$ cat src/rtl/mem_arbiter_pkg.sv
// mem_arbiter_pkg: shared constants, requester indices and arbiter state encoding
package mem_arbiter_pkg;
  localparam int WORD_WIDTH = 16;
  localparam int MEM_DEPTH = 256;
  localparam int MEM_WIDTH = 16;
  localparam int REQ_REWARD = 0;
  localparam int REQ_QUPDATE = 1;
  localparam int REQ_FETCH = 2;
  typedef enum logic {IDLE, OWN} arb_state_t;
endpackage

$ cat src/rtl/mem_arbiter_rr_pick.sv
// rr_pick: combinational round-robin winner search starting after last_owner
module rr_pick
  import mem_arbiter_pkg::*;
#(
  parameter int NUM_REQ = 3,
  parameter int LW = $clog2(NUM_REQ)
) (
  input  logic [NUM_REQ-1:0] req,
  input  logic [LW-1:0]      last_owner,
  input  logic [NUM_REQ-1:0] exclude,
  output logic [NUM_REQ-1:0] winner,
  output logic               valid
);
  logic [NUM_REQ-1:0] cand;
  assign cand = req & ~exclude;
  assign valid = |cand;
  // scan farthest-first so the nearest candidate after last_owner overwrites
  always_comb begin
    winner = '0;
    for (int k = NUM_REQ; k >= 1; k--)
      if (cand[(int'(last_owner) + k) % NUM_REQ]) winner = NUM_REQ'(1) << ((int'(last_owner) + k) % NUM_REQ);
  end
endmodule

$ cat src/rtl/mem_arbiter.sv
// mem_arbiter: round-robin burst arbiter for the shared mem port; MEM_ARB_TIMEOUT_EN enables hold-timeout preemption
module mem_arbiter
  import mem_arbiter_pkg::*;
#(
  parameter int NUM_REQ = 3,
  parameter int WORD_WIDTH = mem_arbiter_pkg::WORD_WIDTH,
  parameter int MAX_HOLD = 64
) (
  input  logic                            clock,
  input  logic                            reset,
  input  logic [NUM_REQ-1:0]              req,
  input  logic [NUM_REQ*WORD_WIDTH-1:0]   req_addr,
  input  logic [NUM_REQ-1:0]              req_wr_en,
  input  logic [NUM_REQ*WORD_WIDTH-1:0]   req_wdata,
  output logic [NUM_REQ-1:0]              gnt,
  output logic [NUM_REQ-1:0]              rd_valid,
  output logic [WORD_WIDTH-1:0]           rd_data,
  output logic [NUM_REQ-1:0]              preempt,
  output logic [WORD_WIDTH-1:0]           mem_address,
  output logic                            mem_wr_en,
  output logic [WORD_WIDTH-1:0]           mem_data_in,
  input  logic [WORD_WIDTH-1:0]           mem_data_out
);
  localparam int LW = $clog2(NUM_REQ);
  arb_state_t state;
  logic [LW-1:0] last_owner, pick_idx;
  logic [NUM_REQ-1:0] issue, pick, excl;
  logic pick_valid, arb, rotate;
  assign issue = gnt & req;
  assign rd_data = mem_data_out;
  assign arb = state == IDLE || !req[last_owner] || rotate;
  assign excl = rotate ? gnt : '0;
  rr_pick #(.NUM_REQ(NUM_REQ), .LW(LW)) u_pick (
    .req(req),
    .last_owner(last_owner),
    .exclude(excl),
    .winner(pick),
    .valid(pick_valid)
  );
  // one-hot winner to index for last_owner
  always_comb begin
    pick_idx = '0;
    for (int i = 0; i < NUM_REQ; i++)
      if (pick[i]) pick_idx = LW'(i);
  end
  // route the active requester's slice onto the memory port, zero when nobody issues
  always_comb begin
    mem_address = '0;
    mem_wr_en = 1'b0;
    mem_data_in = '0;
    for (int i = 0; i < NUM_REQ; i++)
      if (issue[i]) begin
        mem_address = req_addr[i*WORD_WIDTH +: WORD_WIDTH];
        mem_wr_en = req_wr_en[i];
        mem_data_in = req_wdata[i*WORD_WIDTH +: WORD_WIDTH];
      end
  end
  // ownership FSM with registered grant and read-valid pipeline
  always_ff @(posedge clock)
    if (reset) begin
      state <= IDLE;
      gnt <= '0;
      rd_valid <= '0;
      last_owner <= LW'(NUM_REQ - 1);
    end else begin
      rd_valid <= issue & ~req_wr_en;
      if (arb) begin
        state <= pick_valid ? OWN : IDLE;
        gnt <= pick;
        if (pick_valid) last_owner <= pick_idx;
      end
    end
`ifdef MEM_ARB_TIMEOUT_EN
  localparam int CW = $clog2(MAX_HOLD + 1);
  logic [CW-1:0] hold;
  assign rotate = state == OWN && req[last_owner] && hold == CW'(MAX_HOLD - 1) && |(req & ~gnt);
  // count owned cycles, saturating at the limit; restart on each new grant
  always_ff @(posedge clock)
    if (reset) begin
      hold <= '0;
      preempt <= '0;
    end else begin
      preempt <= rotate ? gnt : '0;
      hold <= (arb && pick_valid) ? '0 : (state == OWN && hold != CW'(MAX_HOLD - 1)) ? hold + 1'b1 : hold;
    end
`else
  assign rotate = 1'b0;
  assign preempt = '0;
`endif
endmodule

$ cat config.mk
export PLATFORM = sky130hd
export DESIGN_NAME = mem_arbiter
export DESIGN_NICKNAME = d
export VERILOG_FILES = /design/src/rtl/mem_arbiter_pkg.sv /design/src/rtl/mem_arbiter_rr_pick.sv /design/src/rtl/mem_arbiter.sv
export SDC_FILE = /design/constraint.sdc
export NUM_CORES = 1
export LEC_CHECK = 0
export CORE_MARGIN = 3
export CORE_UTILIZATION = 29
export CTS_BUF_LIST = sky130_fd_sc_hd__clkbuf_4 sky130_fd_sc_hd__clkbuf_8
export DETAILED_ROUTE_END_ITERATION = 10
export PLACE_DENSITY = 0.89
export SLEW_MARGIN = 15
export SYNTH_ARGS = -nofsm -noshare
export SYNTH_HDL_FRONTEND = slang
export SYNTH_SLANG_ARGS = --single-unit
$ cat constraint.sdc
create_clock -name clock -period 4 [get_ports clock]
set_clock_uncertainty 0.2 [all_clocks]
set_input_delay 1 -clock clock [delete_from_list [all_inputs] [get_ports clock]]
set_output_delay 1 -clock clock [all_outputs]
set_load 0.03 [all_outputs]
Word-level counts from Yosys, hierarchy flattened

Cells that the tools add are included.

Register bits: 9
Bits of input ports: 120
Output and inout port bits: 58
Word-level logic and storage cells: 51

Add/sub/neg operators: 3
Div/mod/pow operators: 3
$lt $le $gt $ge: 4
Shift-type cells: 3
Muxes and demuxes: 26
Bitwise operators: 4
Reduce and logical (&&, ||, !) cells: 4

Operators by type and width:

| operator                                                                       | count |
|---|---|
| 32-bit by 4-bit less-than comparator with 1-bit output (second input constant) | 3 |
| 32-bit by 3-bit modulo with 32-bit output (second input constant)              | 3 |
| 16-bit 2-to-1 mux                                                              | 6 |
| 1-bit by 32-bit left shift with 3-bit output (first input constant)            | 3 |
| 1-bit 2-to-1 mux                                                               | 12 |
| 3-bit 2-to-1 mux                                                               | 3 |
| 1-bit binary-select mux with 2-bit select                                      | 4 |
| 2-bit by 2-bit adder with 3-bit output (second input constant)                 | 2 |
| 3-bit bitwise AND                                                              | 2 |
| 2-bit by 1-bit adder with 3-bit output (second input constant)                 | 1 |
| 2-bit by 3-bit less-than comparator with 1-bit output (second input constant)  | 1 |
| 3-bit inverter                                                                 | 1 |
| 3-bit OR reduction                                                             | 1 |
| 2-bit 2-to-1 mux                                                               | 1 |
| 2-bit AND reduction                                                            | 1 |
| 1-bit logical NOT                                                              | 1 |
| 1-bit logical OR                                                               | 1 |
| 1-bit inverter                                                                 | 1 |

Logic depth before layout (Yosys ltp)

Gate-level depths: netlist of the first run.

Word-level depth: 10
Mapped depth: 8
Mapped depth without buffers: 7

By module

Synthesis of the first run repeated with hierarchy kept, for this count alone.

Cell total of the unflattened synthesis: 214
Area, all modules: 1492.7 µm²

By module, submodules not included:

| module      | instances | cells each | area each (µm²) | sequential area each (µm²) |
|---|---|---|---|---|
| mem_arbiter | 1         | 175        | 1209.9          | 180.2 |
| rr_pick     | 1         | 39         | 282.8           | 0.0 |

Worst setup path after synthesis of the first run

Ideal clock, no wire load.

Path type: input port to output port
Start point: input req[1]
End point: output mem_address[0]
Arrival time: 2.587 ns
Data required time: 2.800 ns
Setup slack: 0.213 ns
Stages on the path: 7
Path buffers: 3
Cells stage by stage: buf_2 and2_1 buf_2 nor2_2 buf_2 a22oi_1 o21ai_0

Longest elaborated chain between the ends: 3

Ends and longest elaborated chain:

| element                         | RTL line          | source |
|---|---|---|
| start: declaration              | mem_arbiter.sv:11 | `input logic [NUM_REQ-1:0] req,` |
| 3-bit bitwise AND               | mem_arbiter.sv:29 | `assign issue = gnt & req;` |
| 16-bit 2-to-1 mux (2 in series) | mem_arbiter.sv:52 | `if (issue[i]) begin` |
| end: declaration                | mem_arbiter.sv:19 | `output logic [WORD_WIDTH-1:0] mem_address,` |

Every way passes these cells.

Final worst setup path of the first run

Start point: input req[1]
End point: output mem_address[6]

Same word-level chain as after synthesis.

==> impl_metrics.json, run 1 <==
{
  "status": "completed",
  "cpMostUsedCell": "buf_4",
  "synthFlopType": "dfxtp_1",
  "cts_resized": 0,
  "setup-tns-final_ns": 0,
  "die_y_um": 76.26,
  "h-tree-depth": 1,
  "ys_ff_latch": 9,
  "cts_made_buffers": 3,
  "critPathMaxStageDelay_ns": 0.49,
  "crit_required_ns": 2.80,
  "startpoint_type": "input pin",
  "clkLatencyLatePin_ns": 0.23,
  "critPathSlowestCell": "clkdlybuf4s50_1",
  "dieArea_um2": 5815,
  "grt-ovfl-total": 0,
  "nets": 457,
  "final_layout_size_suffix_gt1_share_pct": 15.36,
  "rows": 24,
  "regArea_um2": 180.2,
  "crit_buf_inv": 3,
  "cp.arrival_ns": 2.63,
  "fin_area_um2": 2751,
  "dr.first_iter.drc_count": 150,
  "diodes": 0,
  "grt_pass1_wl_mm": 9.321,
  "fin_cells": 397,
  "slew_violations": 0,
  "ios": 178,
  "clk_path_buf_depth": 2,
  "drt-total-wl_mm": 6.158,
  "ys_seq_area_share_pct": 12.59,
  "max-vdd-ir-drop_mv": 0.2182,
  "clkTransAtPathRegs_ns": 0.04,
  "core_area_um2": 4564,
  "worstPathMaxFanout": 29,
  "cp_top_family": "buffers and inverters",
  "syn_area_per_cell_um2": 6.596,
  "placed_area_um2": 2703,
  "end_kind": "output port",
  "final_antenna_net_count": 0,
  "critical_path_class": "in2out",
  "grt_pass1_vias": 1786,
  "globalRouteTotalUtil_pct": 19.57,
  "synthToLayoutAreaGrowth_pct": 92.22,
  "p_leak_nw": 1.075,
  "grt_max_degree": 54,
  "fmax_mhz": 261.3,
  "routedWlPerCell_um": 15.51,
  "cts_setup_buffers": 0,
  "ys.warnings.count": 0,
  "drc": 0,
  "min_period_ns": 3.826,
  "post-route-period-util_pct": 95.66,
  "worst_slack_ns": 0.1736,
  "setup_viol": 0,
  "ys_async_sr_fraction_pct": 0,
  "layout_commonest_cell": "clkdlybuf4s50_1",
  "rsz0062_at_grt": "false",
  "multi_input_area_um2": 985.9,
  "synth_area_um2": 1431,
  "dp.cells": 393,
  "vias": 1937,
  "place_hpwl_mm": 5.036,
  "place_ws_ns": 0.1760,
  "drv_cap": 0,
  "cts_num_sinks": 9,
  "start_util_pct": 31.36,
  "hp-class": "reg2reg",
  "hold_violations": 0,
  "postCtsHoldBufs": 0,
  "antenna_found_initial": 0,
  "synth_cell_types": 37,
  "fill_cells": 420,
  "cts-root-buf": "clkbuf_8",
  "holdWs_ns": 0.2835,
  "syn_inst": 217,
  "synth_edf_count": 0,
  "cts_tree": "done",
  "cp_cell_sequence": "clkdlybuf4s50_1 > and2_1 > buf_4 > a22oi_1 > o21ai_0 > buf_4",
  "firstDrtPassIters": 4,
  "die_w_um": 76.26,
  "mostFrequentLayoutCells": "clkdlybuf4s50_1 (109), buf_4 (38), nand2_1 (37)",
  "globalplace.congestion": 0.8931,
  "power_density_nw_per_um2": 343.4,
  "vias_per_cell": 4.879,
  "portBuffers": 142
}
final cells by class:
class / instances / area share, %
Timing Repair Buffer: 150 / 52.21
Multi-Input combinational cell: 164 / 35.83
Sequential cell: 9 / 6.548
Tap cell: 65 / 2.956
Clock buffer: 4 / 1.774
Inverter: 5 / 0.6821
through the flow:
step                      utilization, %  total power, mW
after floorplan                        -           0.5778
after global placement             59.21           0.8281
after detailed placement           59.21           0.8332
after CTS                          60.28           0.9484
after global routing               60.28            1.005
final                              60.28           0.9448
worst paths after layout:
kind                                    start             end  slack (ns)  cells after the start
worst min-delay path                   gnt[0]          gnt[0]        0.28                      2
worst max-delay path                   req[1]  mem_address[6]        0.17                      6
worst max register to register  last_owner[0]   last_owner[0]        1.70                      7
worst min register to register         gnt[0]          gnt[0]        0.28                      2
cells by family after synthesis:
kind of cell	count (synthesis)	synth area share, %
multiplexers	5	4.021
other	1	0.2620
buffers and inverters	46	19.14
AND/OR/NAND/NOR	69	23.86
adder cells (fa/ha/maj)	4	3.497
AO/OA/AOI/OAI	83	36.63
flip-flops	9	12.59
cells in the mapped netlist (2+ instances only):
| cell type | count | area share, % |
|---|---|---|
| a21oi_1 | 4 | 1.4 |
| nand3b_1 | 2 | 1.0 |
| buf_6 | 2 | 1.6 |
| ha_1 | 4 | 3.5 |
| nor3_1 | 5 | 1.7 |
| nand2b_1 | 2 | 0.87 |
| and3b_1 | 3 | 1.8 |
| o21ai_0 | 31 | 11 |
| nor2_1 | 7 | 1.8 |
| nor4bb_1 | 2 | 1.4 |
| o21ai_1 | 6 | 2.1 |
| inv_1 | 5 | 1.3 |
| nor3b_1 | 4 | 2.1 |
| buf_2 | 6 | 2.1 |
| nand2_1 | 37 | 9.7 |
| dfxtp_1 | 9 | 13 |
| mux2i_1 | 2 | 1.4 |
| and2_1 | 3 | 1.3 |
| buf_4 | 21 | 11 |
| mux2_2 | 2 | 1.6 |
| clkbuf_1 | 12 | 3.1 |
| a22oi_1 | 33 | 17 |
report_power, final:
group,internal [mW],switching (mW)
clock,0.0760,0.0335
combinational,0.324,0.390
sequential,0.106,0.0159
worst reg2reg max path: stages (launching register included):
cell      delay (ns)
dfxtp_1         0.41
inv_1           0.09
ha_1            0.41
and4b_1         0.25
a211o_1         0.28
mux2_4          0.28
nand3b_1        0.16
a21oi_1         0.16
routing by layer:
layer	GRT usage [%]	wire length, um
met1	26.20	2721
met2	30.14	2702
met3	7.210	680
met4	3.623	53
met5	0	0
sequential cells by signal (all words and copies together) (netlist names):
signal      flops
state           1
gnt             3
rd_valid        3
last_owner      2
No activity file was read; power rests on OpenSTA's default activity.
==> run 2: changes to the inputs <==
--- a/config.mk
+++ b/config.mk
@@ -8,6 +8,7 @@
 export CORE_MARGIN = 3
 export CORE_UTILIZATION = 29
 export CTS_BUF_LIST = sky130_fd_sc_hd__clkbuf_4 sky130_fd_sc_hd__clkbuf_8
+export CTS_CLUSTER_SIZE = 30
 export DETAILED_ROUTE_END_ITERATION = 10
 export PLACE_DENSITY = 0.89
 export SLEW_MARGIN = 15
==> results of run 2 <==
No change in the layout: final DEF, timing and power equal those of run 1.
==> run 3: changes to the inputs <==
--- a/config.mk
+++ b/config.mk
@@ -11,7 +11,7 @@
 export CTS_CLUSTER_SIZE = 30
 export DETAILED_ROUTE_END_ITERATION = 10
 export PLACE_DENSITY = 0.89
-export SLEW_MARGIN = 15
+export SLEW_MARGIN = 5
 export SYNTH_ARGS = -nofsm -noshare
 export SYNTH_HDL_FRONTEND = slang
 export SYNTH_SLANG_ARGS = --single-unit
==> results of run 3 <==
No change in the layout: final DEF, timing and power equal those of run 1.
